### config.mk
export PLATFORM = sky130hd
export DESIGN_NAME = tlp_pkt_fifo
export DESIGN_NICKNAME = d
export VERILOG_FILES = /design/src/rtl/tlp_pkt_fifo.sv
export SDC_FILE = /design/constraint.sdc
export NUM_CORES = 1
export LEC_CHECK = 0
export BUFFER_PORTS_ARGS = -buffer_cell sky130_fd_sc_hd__buf_2
export CORE_MARGIN = 2
export CORE_UTILIZATION = 60
export CTS_CLUSTER_SIZE = 30
export DETAILED_ROUTE_END_ITERATION = 16
export GPL_TIMING_DRIVEN = 0
export PLACE_DENSITY = 0.78
export REMOVE_ABC_BUFFERS = 1
export SYNTH_ARGS = -nofsm -noshare
export SYNTH_HDL_FRONTEND = slang
export SYNTH_SLANG_ARGS = --single-unit
### constraint.sdc
create_clock -name clk -period 16.5 [get_ports clk]
set_input_delay 1.65 -clock clk [delete_from_list [all_inputs] [get_ports clk]]
set_output_delay 1.65 -clock clk [all_outputs]
set_load 0.01 [all_outputs]
### src/rtl/tlp_pkt_fifo.sv
// Single-clock TLP packet FIFO with write-side commit/discard, so the reader only
// ever sees complete packets. Supports FWFT or registered-read output modes.
module tlp_pkt_fifo #(
    parameter int DATA_WIDTH = 32,
    parameter int DEPTH_LOG2 = 4,
    parameter bit FWFT       = 1'b1
) (
    input  logic                  clk,
    input  logic                  rst,
    input  logic                  WrEn,
    input  logic [DATA_WIDTH-1:0] DataIn,
    input  logic                  WrLast,
    input  logic                  WrDiscard,
    input  logic                  RdEn,
    input  logic [DEPTH_LOG2:0]   AfThresh,
    input  logic [DEPTH_LOG2:0]   AeThresh,
    output logic [DATA_WIDTH-1:0] DataOut,
    output logic                  DataValid,
    output logic                  Full,
    output logic                  Empty,
    output logic                  AlmostFull,
    output logic                  AlmostEmpty,
    output logic [DEPTH_LOG2:0]   Count,
    output logic                  WrErr,
    output logic                  RdErr
);
    localparam int              PW      = DEPTH_LOG2 + 1;
    localparam int              DEPTH   = 1 << DEPTH_LOG2;
    localparam logic [PW-1:0]   PTR_ONE = PW'(1);
    localparam logic [PW-1:0]   DEPTH_W = PW'(DEPTH);

    logic [DATA_WIDTH-1:0] mem [DEPTH];

    // Pointers carry an extra wrap bit so full and empty stay distinguishable.
    logic [PW-1:0] wr_ptr_q, wr_ptr_d;
    logic [PW-1:0] cm_ptr_q, cm_ptr_d;
    logic [PW-1:0] rd_ptr_q, rd_ptr_d;
    logic          wr_err_q, rd_err_q;

    logic [PW-1:0] used;
    logic [PW-1:0] count;
    logic          full, empty;
    logic          wr_acc, rd_acc;

    assign used   = wr_ptr_q - rd_ptr_q;
    assign count  = cm_ptr_q - rd_ptr_q;
    assign full   = (used == DEPTH_W);
    assign empty  = (count == '0);
    assign wr_acc = WrEn && !full && !WrDiscard;
    assign rd_acc = RdEn && !empty;

    assign Full        = full;
    assign Empty       = empty;
    assign Count       = count;
    assign AlmostFull  = (used >= AfThresh);
    assign AlmostEmpty = (count <= AeThresh);
    assign WrErr       = wr_err_q;
    assign RdErr       = rd_err_q;

    always_comb begin
        wr_ptr_d = wr_ptr_q;
        cm_ptr_d = cm_ptr_q;
        rd_ptr_d = rd_ptr_q;
        // Discard wins over a same-cycle write, which wr_acc already excludes.
        if (WrDiscard) begin
            wr_ptr_d = cm_ptr_q;
        end else if (wr_acc) begin
            wr_ptr_d = wr_ptr_q + PTR_ONE;
        end
        if (wr_acc && WrLast) begin
            cm_ptr_d = wr_ptr_q + PTR_ONE;
        end
        if (rd_acc) begin
            rd_ptr_d = rd_ptr_q + PTR_ONE;
        end
    end

    always_ff @(posedge clk) begin
        if (!rst) begin
            wr_ptr_q <= '0;
            cm_ptr_q <= '0;
            rd_ptr_q <= '0;
            wr_err_q <= 1'b0;
            rd_err_q <= 1'b0;
        end else begin
            wr_ptr_q <= wr_ptr_d;
            cm_ptr_q <= cm_ptr_d;
            rd_ptr_q <= rd_ptr_d;
            wr_err_q <= WrEn && (full || WrDiscard);
            rd_err_q <= RdEn && empty;
        end
    end

    always_ff @(posedge clk) begin
        if (wr_acc) begin
            mem[wr_ptr_q[DEPTH_LOG2-1:0]] <= DataIn;
        end
    end

    generate
        if (FWFT) begin : g_fwft
            assign DataOut   = mem[rd_ptr_q[DEPTH_LOG2-1:0]];
            assign DataValid = !empty;
        end else begin : g_reg
            logic [DATA_WIDTH-1:0] dout_q;
            logic                  dval_q;

            always_ff @(posedge clk) begin
                if (!rst) begin
                    dout_q <= '0;
                    dval_q <= 1'b0;
                end else begin
                    dval_q <= rd_acc;
                    if (rd_acc) begin
                        dout_q <= mem[rd_ptr_q[DEPTH_LOG2-1:0]];
                    end
                end
            end

            assign DataOut   = dout_q;
            assign DataValid = dval_q;
        end
    endgenerate

endmodule

==> metrics.md <==
| Metric | Value |
|---|---|
| Crit path largest cell delay | around 0.88 ns |
| Post-DR vias/cell | ~6.5 |
| RSZ-0062 raised after global routing | false |
| Area grow syn2layout | 15.2% |
| First-pass GRT wire length | 68.1 mm |
| Root buf cell | clkbuf_16 |
| Status | finished clean |
| Critical-path top delay cell | a211oi_1 |
| Met3 usage | about 4.8% |
| Worst Max-Slew Pin Slew | ~1.1 ns |
| Critical-path cell list | ha_1, inv_1, fa_1, xor2_1, or3_1, a211oi_1, inv_1, buf_2 |
| Post-route design area | between 20000 and 25000 sq um |
| Ports | just over 90 |
| Post-synth ARST share | 0% |
| Worst path required time | about 15 ns |
| Cts hold-fix bufs | 0 |
| GRT Overall Usage | roughly a quarter |
| Fin crit share | 30.6% |
| Top cell type's share of synthesized area | roughly 74% |
| Vias in the first global route | between 10000 and 15000 |
| Power density over the cells | around 120 nW/um^2 |
| Yosys cell types | 36 |
| Average routed wire per standard cell | slightly below 30 um |
| Num CTS Buffers | 50 |
| Sink Count | around 530 |
| Met2 Usage GRT | about 44% |
| Dpl hpwl | 25.8 mm |
| Final setup fails | 0 |
| Share of layout cells above drive strength 1 | between 30% and 40% |
| Slew Limit Fails | 0 |
| CP Capture Type | output port |
| Synth area leader | edfxtp_1 |
| Area contributors post-synth | edfxtp_1 74%, mux4_2 17%, dfxtp_1 2.0% |
| Cell area after synthesis | slightly above 20000 sq um |
| Core area | ~34000 sq um |
| Initial core utilization | roughly three fifths |
| Worst VDD drop | between 80 and 90 uV |
| Drt drc | 0 |
| Area of the multi-input gates | ~4800 sq um |
| Synth Instances | 906 |
| Most frequent cells in the layout | 512 x edfxtp_1, 160 x mux4_2, 91 x buf_2, 50 x clkbuf_16 |
| Sequential fraction of the synthesis area | 76.2% |
| Worst skew pair latency | ~0.58 ns |
| Setup TNS | 0 ns |
| Total Wirelength | ~46 mm |
| ANT nets after route | 0 |
| Leak | ~0.0076 uW |
| Setup crit start kind | flip-flop |
| CP Data Arrival Time | 3.40 ns |
| Most used flip-flop cell after synthesis | edfxtp_1 |
| CTS resizes | 0 |
| Final clock skew | just under 0.03 ns |
| Initial antenna violation count | 2 |
| Avg Inst Size Synth | between 20 and 25 sq um |
| Critical path peak fanout | 12 |
| EDFF count, synth | about 510 |
| CTS tree | done |
| Post-CTS Setup Repair Bufs | 0 |
| Fin nets | roughly 1100 |
| I/O Buffers | 91 |
| Via count | approximately 10000 |
| FF/Latch Area | approximately 16000 sq um |
| Final Hold Viols | 0 |
| DRT Pass-1 Iters | 8 |
| Pin count of the biggest net entering global routing | 60 |
| Deepest clock path buffer count | 3 |
| Fmax | ~200 MHz |
| Commonest non-fill, non-tap cell in the layout | edfxtp_1 |
| Die footprint | 36100 sq um |
| Crit Path Category | flip-flop to output port |
| Row count | 68 |
| Global-route track usage on met1 | a little over a third |
| Final worst path period need | ~5.0 ns |
| Tightest Hold Check Type | flip-flop to flip-flop |
| Total gr overflow | 0 |
| Synth Register Bits | approximately 530 |
| GRT busiest layer | met2 |
| Max-slew headroom | a little over a quarter |
| Fill count | about 1900 |
| Die Width | 190 um |
| Synth warnings | 0 |
| Drt initial violations | 1084 |
| Final weighted congestion in routability-driven placement | 0.777 |
| Dpl cell area | approximately 22000 sq um |
| CTS HTree Levels | 2 |
| Die height | about 190 um |
| CTS clk-pin slew, worst paths | approximately 0.06 ns |
| Top cell by count, worst path | inv_1 |
| MaxCap Viol Count | 0 |
[power by group]
part	internal (uW)	leakage, uW	switching, uW
logic	208	0.00206	194
registers	1500	0.00479	22.2
clock network	574	0.000716	472
total	2280	0.00756	689
[cells by family after synthesis]
| group | count (synthesis) | share of synthesized area (%) |
|---|---|---|
| compound gates | 46 | 1.35 |
| fa+ha+maj | 25 | 1.58 |
| simple gates | 63 | 1.59 |
| mux | 162 | 17.5 |
| flops | 533 | 76.2 |
| buf+inv | 64 | 1.24 |
| xor+xnor | 13 | 0.585 |
[critical path: cells and delay by family, from the launching register on]
family / cells / cell delay [ns]
compound gates: 1 / 0.88
xor+xnor: 1 / 0.20
fa+ha+maj: 2 / 0.61
buf+inv: 3 / 0.38
flops: 1 / 0.46
simple gates: 1 / 0.31
[flip-flops by register name, summed over array words and instances, names as in the netlist, named ones only]
name      cells
RdErr         1
WrErr         1
cm_ptr_q      5
mem         512
rd_ptr_q      5
wr_ptr_q      5
[stage by stage]
step | hold WS, ns | cells | power [uW] | utilization, % | worst slack (ns)
6_report | 0.517 | 1557 | 2970 | 69.7 | 11.45
5_1_grt | 0.533 | 1556 | 3060 | 69.7 | 11.13
4_1_cts | 0.519 | 1555 | 2990 | 69.7 | 11.45
3_5_place_dp | 0.512 | 1466 | 1950 | 65.4 | 11.94
3_3_place_gp | 0.508 | 1411 | 2000 | 63.0 | 6.06
2_1_floorplan | 0.486 | 865 | 1860 | - | 8.39
[per-layer routing]
metal	vias up	share of wire, %
li1	4146	-
met1	5271	37
met2	529	52
met3	111	8.1
met4	2	3.3
met5	-	0.028
[worst paths after layout]
check / from / end / slack [ns] / cells past startpoint
worst min-delay path: cm_ptr_q[0] / cm_ptr_q[0] / 0.52 / 2
worst max-delay path: rd_ptr_q[0] / DataValid / 11.45 / 8
worst max register to register: wr_ptr_q[0] / mem[2][26] / 12.22 / 13
worst min register to register: cm_ptr_q[0] / cm_ptr_q[0] / 0.52 / 2
[synth_stat cells (8+ instances only)]
cell,instances
nor2_1,13
dfxtp_1,21
xnor2_1,8
buf_2,14
inv_1,23
clkbuf_1,27
o21ai_0,14
mux4_2,160
ha_1,23
edfxtp_1,512
a21oi_1,18
nand2_1,12
[final cells by class]
type | count | share of cell area (%)
sequential | 533 | 66.2
antenna | 2 | 0.0210
inverter | 23 | 0.361
timing repair buffer | 146 | 4.86
clock buffer | 64 | 5.46
multi-input combinational | 309 | 20.1
tap | 455 | 2.38
clock inverter | 25 | 0.676
(Power assumes the default switching activity.)
